## config.mk

```make
export PLATFORM = sky130hd
export DESIGN_NAME = pkt_buf_alloc
export DESIGN_NICKNAME = d
export VERILOG_FILES = /design/src/rtl/pkt_buf_alloc.sv
export SDC_FILE = /design/constraint.sdc
export NUM_CORES = 1
export LEC_CHECK = 0
export ABC_AREA = 1
export ABC_CLOCK_PERIOD_IN_PS = 7500
export CAP_MARGIN = 10
export CORE_AREA = 2 2 440 442
export CTS_CLUSTER_SIZE = 40
export DETAILED_ROUTE_END_ITERATION = 7
export DIE_AREA = 0 0 442 444
export PLACE_DENSITY = 0.35
export SLEW_MARGIN = 20
export SYNTH_ARGS = -nofsm -noshare
export SYNTH_HDL_FRONTEND = slang
export SYNTH_SLANG_ARGS = --single-unit
export TNS_END_PERCENT = 10
```

## constraint.sdc

```tcl
create_clock -name clk -period 7.5 [get_ports clk]
set_clock_uncertainty 0.2 [all_clocks]
set_input_delay 1.5 -clock clk [delete_from_list [all_inputs] [get_ports clk]]
set_output_delay 1.5 -clock clk [all_outputs]
set_load 0.02 [all_outputs]
```

## src/rtl/pkt_buf_alloc.sv

```systemverilog
// Ingress slot allocator and write sequencer for the four-class packet RAM.
// Optional drop counter: define PKT_BUF_ALLOC_DROP_CNT_EN to build it.
module pkt_buf_alloc #(
  parameter int unsigned NSLOT = 16
) (
  input  logic         clk,
  input  logic         rst_n,
  input  logic         s_axis_rx_valid,
  output logic         s_axis_rx_ready,
  input  logic [511:0] s_axis_rx_data,
  input  logic         s_axis_rx_last,
  input  logic [9:0]   s_axis_rx_len,
  output logic         m_ram_valid,
  input  logic         m_ram_ready,
  output logic [511:0] m_ram_data,
  output logic [15:0]  m_ram_addr,
  output logic         m_ram_wr,
  output logic         m_desc_valid,
  input  logic         m_desc_ready,
  output logic [15:0]  m_desc_addr,
  output logic [9:0]   m_desc_len,
  input  logic         s_free_valid,
  output logic         s_free_ready,
  input  logic [1:0]   s_free_class,
  output logic [31:0]  drop_cnt,
  output logic         free_err
);

  localparam int unsigned HW = (NSLOT > 1) ? $clog2(NSLOT) : 1;
  localparam logic [HW-1:0] HeadOne  = 1;
  localparam logic [HW:0]   UsedOne  = 1;
  localparam logic [HW:0]   UsedFull = (HW+1)'(NSLOT);

  typedef enum logic [2:0] {StIdle, StWrite, StPad, StTrim, StDrop, StDesc} state_e;

  state_e        state_q;
  logic [1:0]    cls_q;
  logic [9:0]    len_q;
  logic [15:0]   addr_q;
  logic [3:0]    bc_q;
  logic [HW-1:0] head_q [4];
  logic [HW:0]   used_q [4];
  logic [HW:0]   used_d [4];
  logic          free_err_q;
  logic          free_rdy_q;

  logic          len_ok;
  logic [1:0]    in_cls;
  logic [13:0]   in_off;
  logic [3:0]    cb;
  logic          bc_last;
  logic          rx_fire;
  logic          ram_fire;
  logic          free_fire;
  logic          alloc_inc;

  assign len_ok = (s_axis_rx_len != 10'd0) && (s_axis_rx_len <= 10'd512);

  always_comb begin
    if (s_axis_rx_len <= 10'd64)       in_cls = 2'd0;
    else if (s_axis_rx_len <= 10'd128) in_cls = 2'd1;
    else if (s_axis_rx_len <= 10'd256) in_cls = 2'd2;
    else                               in_cls = 2'd3;
  end

  // Slot base in beat units: each class slot spans 1<<cls beats.
  assign in_off  = 14'(head_q[in_cls]) << in_cls;
  assign cb      = 4'd1 << cls_q;
  assign bc_last = (bc_q + 4'd1) == cb;

  always_comb begin
    s_axis_rx_ready = 1'b0;
    m_ram_valid     = 1'b0;
    m_ram_data      = '0;
    unique case (state_q)
      StWrite: begin
        m_ram_valid     = s_axis_rx_valid;
        s_axis_rx_ready = m_ram_ready;
        m_ram_data      = s_axis_rx_data;
      end
      StPad:          m_ram_valid     = 1'b1;
      StTrim, StDrop: s_axis_rx_ready = 1'b1;
      default: ;
    endcase
  end

  assign rx_fire      = s_axis_rx_valid & s_axis_rx_ready;
  assign ram_fire     = m_ram_valid & m_ram_ready;
  assign free_fire    = s_free_valid & s_free_ready;
  assign alloc_inc    = (state_q == StWrite) && ram_fire && (bc_q == 4'd0);
  assign m_desc_valid = (state_q == StDesc);
  assign m_ram_addr   = addr_q;
  assign m_desc_addr  = addr_q;
  assign m_desc_len   = len_q;
  assign m_ram_wr     = 1'b1;
  assign s_free_ready = free_rdy_q;
  assign free_err     = free_err_q;

`ifdef PKT_BUF_ALLOC_DROP_CNT_EN
  logic [31:0] drop_q;
  assign drop_cnt = drop_q;
`else
  assign drop_cnt = 32'd0;
`endif

  always_ff @(posedge clk or negedge rst_n) begin
    if (!rst_n) begin
      state_q <= StIdle;
      cls_q   <= '0;
      len_q   <= '0;
      addr_q  <= '0;
      bc_q    <= '0;
      for (int c = 0; c < 4; c++) head_q[c] <= '0;
`ifdef PKT_BUF_ALLOC_DROP_CNT_EN
      drop_q  <= '0;
`endif
    end else begin
      unique case (state_q)
        StIdle: begin
          if (s_axis_rx_valid) begin
            if (!len_ok || (used_q[in_cls] == UsedFull)) begin
              state_q <= StDrop;
`ifdef PKT_BUF_ALLOC_DROP_CNT_EN
              if (drop_q != 32'hFFFF_FFFF) drop_q <= drop_q + 32'd1;
`endif
            end else begin
              cls_q          <= in_cls;
              len_q          <= s_axis_rx_len;
              addr_q         <= {in_cls, in_off};
              head_q[in_cls] <= head_q[in_cls] + HeadOne;
              bc_q           <= '0;
              state_q        <= StWrite;
            end
          end
        end
        StWrite: begin
          if (ram_fire) begin
            bc_q <= bc_q + 4'd1;
            if (s_axis_rx_last) state_q <= bc_last ? StDesc : StPad;
            else if (bc_last)   state_q <= StTrim;
          end
        end
        StPad: begin
          if (ram_fire) begin
            bc_q <= bc_q + 4'd1;
            if (bc_last) state_q <= StDesc;
          end
        end
        StTrim: if (rx_fire && s_axis_rx_last) state_q <= StDesc;
        StDrop: if (rx_fire && s_axis_rx_last) state_q <= StIdle;
        StDesc: if (m_desc_ready) state_q <= StIdle;
        default: state_q <= StIdle;
      endcase
    end
  end

  // Slots return in allocation order, so only the occupancy count is tracked per class.
  always_comb begin
    for (int c = 0; c < 4; c++) begin
      logic inc, dec;
      inc = alloc_inc && (cls_q == 2'(c));
      dec = free_fire && (s_free_class == 2'(c)) && (used_q[c] != '0);
      used_d[c] = used_q[c];
      if (inc && !dec)      used_d[c] = used_q[c] + UsedOne;
      else if (dec && !inc) used_d[c] = used_q[c] - UsedOne;
    end
  end

  always_ff @(posedge clk or negedge rst_n) begin
    if (!rst_n) begin
      for (int c = 0; c < 4; c++) used_q[c] <= '0;
      free_err_q <= 1'b0;
      free_rdy_q <= 1'b0;
    end else begin
      for (int c = 0; c < 4; c++) used_q[c] <= used_d[c];
      free_rdy_q <= 1'b1;
      if (free_fire && (used_q[s_free_class] == '0)) free_err_q <= 1'b1;
    end
  end

endmodule

```

== Word-level counts from Yosys, hierarchy flattened ==
Index checks and enable logic that the tools add are counted.

* Memories kept: 0
* Logic and storage cells: 161
* Bits in writable memories: 0
* Bits in read-only memories: 0
* Bits in latches: 0
* Bits in registers: 73

* Equal/unequal tests: 23
* Order comparisons: 7
* Div/mod/pow operators: 0
* Shift operators: 2
* Multiplexer cells: 42
* $mul: 0
* Bitwise logic cells: 6
* Add/subtract/negate cells: 10
* Reduce and logical (&&, ||, !) cells: 56

{| class="wikitable"
|+ Operators by type and width
! cell !! number
|-
| 2-to-1 mux 512 bit || 1
|-
| 2-to-1 mux 5 bit || 12
|-
| 2-to-1 mux 3 bit || 11
|-
| logical AND 1 bit || 26
|-
| 2-to-1 mux 4 bit || 6
|-
| adder 5 x 1 -> 5 bit (second input constant) || 4
|-
| binary-select mux 5 bit (select 2 bit) || 2
|-
| nonzero test 5 bit || 4
|-
| subtractor 5 x 1 -> 5 bit (second input constant) || 4
|-
| one-hot mux 3 bit (6 select lines) || 1
|-
| bitwise mux 16 bit || 1
|-
| inequality test 2 bit (second input constant) || 7
|-
| << shifter 4 x 2 -> 14 bit || 1
|-
| less-or-equal comparator 10 bit (second input constant) || 1
|-
| less-or-equal comparator 10 x 7 -> 1 bit (second input constant) || 1
|-
| less-or-equal comparator 10 x 8 -> 1 bit (second input constant) || 1
|-
| less-or-equal comparator 10 x 9 -> 1 bit (second input constant) || 1
|-
| nonzero test 10 bit || 1
|-
| nonzero test 2 bit || 5
|-
| logical NOT 1 bit || 9
|-
| adder 4 x 1 -> 4 bit (second input constant) || 2
|-
| binary-select mux 4 bit (select 2 bit) || 1
|-
| demux 4 bit (select 2 bit) || 1
|-
| equality test 2 bit (second input constant) || 4
|-
| 27 further kinds || 39
|}

== Depth between registers and ports, before layout ==
Gate-level depths: netlist (run 1).

* Depth in word-level cells: 13
* Depth in mapped cells: 18
* Depth with buffers taken out: 18

== Worst setup path before layout (run 1) ==
No wires, ideal clock.

* Path kind: in2reg
* From: in s_axis_rx_valid
* To: reg used_q[19] (netlist name)
* Stages: 15
* Data arrival time: 3.624 ns
* Slack: 3.551 ns
* Required time: 7.175 ns
* Library setup time: 0.125 ns
* Cells stage by stage: inv_1 > o21ai_1 > nand2_1 > nor2_1 > nand3_1 > nor3_1 > ha_1 > inv_1 > ha_1 > a21o_1 > a31oi_1 > nand2_1 > nand2_1 > nor2_1 > xor2_1

* Cells in the longest elaborated chain, start to end: 8
* Elaborated cells on any way between the ends: 10
* Classes of those cells: 2 x mux; 1 x bitwise; 7 x reduce/logical

{| class="wikitable"
|+ RTL lines
! item !! RTL line !! source
|-
| start, declared || 8 || <nowiki>input logic s_axis_rx_valid,</nowiki>
|-
| one-hot mux 1 bit (2 select lines) (*) || 75 || <nowiki>unique case (state_q)</nowiki>
|-
| net m_ram_valid || 13 || <nowiki>output logic m_ram_valid,</nowiki>
|-
| AND 1 bit (*) || 88 || <nowiki>assign ram_fire = m_ram_valid & m_ram_ready;</nowiki>
|-
| logical AND 1 bit (*) (2 in series) || 90 || <nowiki>assign alloc_inc = (state_q == StWrite) && ram_fire && (bc_q == 4'd0);</nowiki>
|-
| logical AND 1 bit (*) || 161 || <nowiki>inc = alloc_inc && (cls_q == 2'(c));</nowiki>
|-
| logical NOT 1 bit || 165 || <nowiki>else if (dec && !inc) used_d[c] = used_q[c] - UsedOne;</nowiki>
|-
| logical AND 1 bit || 165 ||
|-
| nonzero test 2 bit (no source line) || - ||
|-
| end, declared || 42 || <nowiki>logic [HW:0] used_q [4];</nowiki>
|}

The timed path passes the listed nets; every way through them passes the cells marked *.
A chain may end at the register's enable or synchronous reset.

== Worst setup path after layout (run 1) ==
* From: in s_axis_rx_data[487]
* To: out m_ram_data[487]

* Cells in the longest elaborated chain, start to end: 1

{| class="wikitable"
|+ RTL lines
! item !! RTL line !! source
|-
| start, declared || 10 || <nowiki>input logic [511:0] s_axis_rx_data,</nowiki>
|-
| 2-to-1 mux 512 bit || 75 ||
|-
| end, declared || 15 || <nowiki>output logic [511:0] m_ram_data,</nowiki>
|}

Every way passes these cells.

==> flow_metrics.tcl, run 1 <==
set metrics [dict create \
    hold_class "register to register" \
    hold_violations 0 \
    startpoint_type "input port" \
    hold_buffers 0 \
    avgSynthCellArea_um2 5.14 \
    yosys_register_bits 64 \
    core_area_mm2 0.192 \
    drt_iter0_drc 972 \
    cts_tree "yes" \
    synth.distinct_cells 41 \
    grt_pass1_vias 13730 \
    power.density_mw_per_mm2 269 \
    period_share 0.723 \
    setup-tns-final_ns 0 \
    worst_pin_slew_ns 0.986 \
    setup_viol 0 \
    syn_inst 1660 \
    cp_max_fo 1 \
    drive_gt1_frac 0.0227 \
    portBuffers 1075 \
    slew_headroom 0.340 \
    reg2reg_from "state_q[1]" \
    drcViolationCount 0 \
    maxSlewViolCount 0 \
    hpwl_mm 149 \
    ant_nets 0 \
    r2r_end "used_q[9]" \
    setup.worst_path.start "s_axis_rx_data[487]" \
    via_per_inst 2.67 \
    htreeDepth 3 \
    end_kind "primary output" \
    antenna_found_initial 136 \
    rsz0062_at_grt "false" \
    area_growth_pct 162 \
    layout_min_cycle_time_ns 5.42 \
    drt-wirelength-per-cell_um 30.5 \
    dr_total_vias 13978 \
    syn-cell-area_mm2 0.00854 \
    gp_congestion 1.03 \
    postCtsSetupRepairBufs 0 \
    status "completed" \
    cp_common_cell "clkdlybuf4s50_1" \
    fin_util 0.117 \
    path_clk_slew_ns 0.05 \
    crit_path_top_delay_cell "clkdlybuf4s50_1" \
    drt_pass1_iterations 5 \
    cts_sinks 64 \
    cts_resized 0 \
    drv_cap 0 \
    fp-row-count 161 \
    root_buffer "clkbuf_16" \
    grt_first_pass_wirelength_mm 189 \
    synth_warnings 0 \
    dieArea_mm2 0.196 \
    cts_inserted_buffers 9 \
    routed_wl_mm 160 \
    crit_arrival_ns 3.72 \
    r2r_setup_slack_ns 3.28 \
    leakagePower_nw 10.2 \
    worstSetupPathType "input port to primary output" \
    boundaryPins 1123 \
    die_y_um 444 \
    critPathMaxStageDelay_ns 0.75 \
    worst_ir_drop_vdd_mv 0.0985 \
    grt_max_degree 89 \
    r2r_cells 16 \
    synth-seq-area-share 0.188 \
    cts_buffer_depth 2 \
    worstPathRequired_ns 5.80 \
    clock_latency_ns 0.34 \
    fmax_mhz 184 \
    track_usage 0.156 \
    path_cells "clkdlybuf4s50_1 > inv_1 > nor2_1 > clkdlybuf4s50_1" \
    die_w_um 442 \
    cp-endpoint "m_ram_data[487]" \
    nNetsFinal 3240 \
    grt_overflow_total 0 \
    total_power_mw 6.02 \
    start_util 0.0446 \
]
==> kinds of logic (layout without fill, tap and decap cells) <==
| kind of cell | count (synthesis) | in the layout | share of synthesized area |
|---|---|---|---|
| AOI/OAI and AO/OA | 68 | 68 | 0.0500 |
| and+or+nand+nor | 792 | 792 | 0.375 |
| DFF | 64 | 64 | 0.188 |
| other | 2 | 65 | 0.000880 |
| adders and majority gates | 23 | 23 | 0.0372 |
| xor gates and xnor gates | 16 | 16 | 0.0164 |
| buffers and inverters | 695 | 1680 | 0.333 |
==> sequential cells by signal (all words and copies together), names as in the netlist <==
| signal | cells |
|---|---|
| used_q | 20 |
| head_q | 16 |
| m_desc_len | 10 |
| m_desc_addr | 7 |
| bc_q | 4 |
| state_q | 3 |
| cls_q | 2 |
| free_err | 1 |
| s_free_ready | 1 |
==> through the flow <==
stage | setup slack (ns) | area (um2) | std cells | hold WS [ns]
after floorplan | 3.55 | 8710 | 1706 | 0.242
after global placement | 1.78 | 22100 | 5201 | 0.260
after detailed placement | 1.95 | 22100 | 5201 | 0.263
after CTS | 1.95 | 22400 | 5217 | 0.274
after global routing | 1.99 | 22400 | 5218 | 0.297
final | 2.08 | 22400 | 5234 | 0.271
==> how the worst min path moves through the flow <==
stage / startpoint / to / cells after the start
3_5_place_dp: used_q[9] / used_q[9] / 1
5_1_grt: used_q[9] / used_q[9] / 1
6_report: used_q[9] / used_q[9] / 1
4_1_cts: used_q[9] / used_q[9] / 1
2_1_floorplan: used_q[9] / used_q[9] / 1
3_3_place_gp: used_q[9] / used_q[9] / 1
==> per-layer routing <==
metal | GRT usage | wire, um
met1 | 0.153 | 54500
met2 | 0.279 | 79600
met3 | 0.105 | 22300
met4 | 0.0196 | 2940
met5 | 0 | 192
==> placed cells by master (no fill, tap or decap), types with 7 or more instances in the layout <==
| cell | instances |
|---|---|
| clkdlybuf4s50_1 | 1074 |
| inv_1 | 571 |
| nor2_1 | 549 |
| nand2_1 | 157 |
| dfrtp_1 | 64 |
| conb_1 | 48 |
| nand3_1 | 40 |
| o21ai_0 | 22 |
| ha_1 | 19 |
| diode_2 | 17 |
| o21bai_1 | 16 |
| a21oi_1 | 12 |
| buf_4 | 12 |
| clkbuf_16 | 9 |
| nand4_1 | 8 |
| xor2_1 | 8 |
| xnor2_1 | 8 |
| nor3_1 | 7 |
| a31oi_1 | 7 |
==> where the power goes <==
part | internal (mW) | total, mW | switching, mW
Clock | 0.223 | 0.394 | 0.170
Sequential | 0.498 | 0.644 | 0.146
Combinational | 1.79 | 4.98 | 3.19
Total | 2.51 | 6.02 | 3.51
==> synthesized netlist by cell type (all sizes together) <==
library cell  instances  area (um2)
inv                 575        2160
nor2                558        2150
nand2               164         643
dfrtp                64        1600
buf                  63         468
clkbuf               57         214
nand3                42         215
o21ai                24         120
ha                   19         238
o21bai               17         139
a21oi                13        68.8
nand4                 9        71.3
nor3                  8        45.0
xnor2                 8        70.1
xor2                  8        70.1
a31oi                 7        43.8
a21o                  4        30.0
fa                    4        80.1
nand3b                4        30.0
or2                   4        25.0
conb                  2        7.51
nor4                  2        12.5
a211oi                1        7.51
a22oi                 1        7.51
a41o                  1        10.0
and2                  1        6.26
==> area by class of cell <==
cell class,instances,area (um2)
fillers,22361,169000
multi-input cells,947,4280
flip-flops and latches,64,1600
clock buffers,9,225
inverters,575,2160
clock inverters,7,48.8
repair buffers,1089,10900
well taps,2526,3160
diodes,17,42.5
==> worst max-delay path, delay by kind of cell <==
kind / cells / cell delay, ns
buffers and inverters: 3 / 1.50
AND/OR/NAND/NOR: 1 / 0.70
Note: power is estimated with default switching activity, not from simulation.
==> run 2: changes to the inputs <==
- ABC_CLOCK_PERIOD_IN_PS: 7500 -> 4500
- CORE_AREA: 2 2 440 442 -> 2 2 435 437
- DIE_AREA: 0 0 442 444 -> 0 0 437 439
- PLACE_DENSITY: 0.35 -> 0.36
- clock period: 7.5 -> 4.5 ns (I/O delays scaled with it)
==> flow_metrics.tcl, run 2 (synthesized netlist as in run 1, its figures left out) <==
set metrics [dict create \
    final_cell_mix "988 x clkdlybuf4s50_1, 571 x inv_1, 550 x nor2_1" \
    postCtsSetupRepairBufs 0 \
    path_clk_slew_ns 0.05 \
    end_kind "primary output" \
    hold_buffers 0 \
    portBuffers 1075 \
    grt_first_pass_wirelength_mm 191 \
    worst_ir_drop_vdd_mv 0.237 \
    htreeDepth 3 \
    drive_gt1_frac 0.0591 \
    fin_util 0.119 \
    drt_iter0_drc 1035 \
    wl_met2_mm 81.1 \
    wl_met1_mm 46.5 \
    period_share 0.924 \
    startpoint_type "register" \
    cts_sinks 64 \
    area_growth_pct 161 \
    hold_class "register to register" \
    hold_violations 0 \
    boundaryPins 1123 \
    worstSetupPathType "register to primary output" \
    reg2reg_from "state_q[1]" \
    hpwl_mm 152 \
    gp_congestion 0.870 \
    setup-tns-final_ns 0 \
    antenna_found_initial 190 \
    routed_wl_mm 161 \
    cts_tree "yes" \
    p_sw_frac 0.584 \
    switchingPower_mw 5.90 \
    fillCellCount 21974 \
    maxSlewViolCount 0 \
    die_y_um 439 \
    worst_pin_slew_ns 0.870 \
    dieArea_mm2 0.192 \
    largest_reg_flops 20 \
    drv_cap 0 \
    status "completed" \
    drt-wirelength-per-cell_um 30.8 \
    p_comb_frac 0.827 \
    ant_nets 0 \
    worstHoldStart "used_q[9]" \
    slew_headroom 0.420 \
    track_usage 0.161 \
    layout_min_cycle_time_ns 4.16 \
    final_common_cell "clkdlybuf4s50_1" \
    via_per_inst 2.69 \
    setup.worst_path.start "state_q[1]" \
    root_buffer "clkbuf_16" \
    core_area_mm2 0.187 \
    cp_max_fo 62 \
    seqPwrFrac 0.108 \
    nNetsFinal 3256 \
    die_w_um 437 \
    intPower_mw 4.20 \
    fp-row-count 159 \
    grt_pass1_vias 14008 \
    cts_buffer_depth 2 \
    pwr-share-clk 0.065 \
    rsz0062_at_grt "false" \
    grt_overflow_total 0 \
    grt_max_degree 135 \
    start_util 0.0457 \
    worstPathRequired_ns 3.40 \
    crit_arrival_ns 3.06 \
    drt_pass1_iterations 5 \
    regMostFlops "used_q" \
    setup_viol 0 \
    r2r_cells 16 \
    clock_latency_ns 0.34 \
    dr_total_vias 14023 \
    leakagePower_nw 10.5 \
    cts_resized 0 \
    min_path_cells 1 \
    power.density_mw_per_mm2 453 \
    dr.max_layer_used "met5" \
    fmax_mhz 241 \
    drcViolationCount 0 \
    cts_inserted_buffers 9 \
    wl_met3_mm 29.3 \
]
-- run 2: power groups by stage --
stage / Combinational, mW / Clock [mW] / Sequential [mW]
finish: 8.35 / 0.658 / 1.09
global route: 9.03 / 0.706 / 1.14
CTS: 8.55 / 0.678 / 1.11
detailed placement: 8.50 / 0 / 1.11
global placement: 8.53 / 0 / 1.11
floorplan: 3.44 / 0 / 1.10
-- run 2: area by class of cell --
cell class	count	area, um2	share of cell area
Timing Repair Buffer	1105	10800	0.485
Tap cell	2495	3120	0.140
Inverter	575	2160	0.0970
Clock inverter	3	17.5	0.000786
Clock buffer	12	256	0.0115
Multi-Input combinational cell	947	4280	0.192
Sequential cell	64	1600	0.0719
Antenna cell	14	35.0	0.00157
-- run 2: layer usage --
layer,GRT usage,up-vias
met1,0.140,6322
met4,0.0251,24
met3,0.131,328
met2,0.290,812
met5,0,-
li1,-,6537
-- run 2: critical path, stage by stage (launching register included) --
cell,delay (ns)
dfrtp_1,0.38
inv_1,0.15
nand3_4,0.38
buf_12,0.38
nor2_1,0.58
clkdlybuf4s50_1,0.76
-- run 2: worst paths after layout --
check	to	slack [ns]
setup reg to reg	used_q[19]	0.91
hold / removal	used_q[9]	0.27
max in group asynchronous	used_q[14]	2.68
min in group asynchronous	m_desc_addr[5]	0.48
hold reg to reg	used_q[9]	0.27
setup / recovery	m_ram_data[31]	0.34
-- run 2: stage by stage --
stage	cell area [um2]	total power, mW	hold slack [ns]	worst slack (ns)	instances
CTS	22200	10.3	0.282	0.357	5201
finish	22300	10.1	0.272	0.342	5215
detailed placement	22000	9.62	0.274	0.421	5186
global placement	22000	9.64	0.270	0.373	5186
global route	22300	10.9	0.313	0.277	5209
floorplan	8710	4.53	0.242	1.15	1706
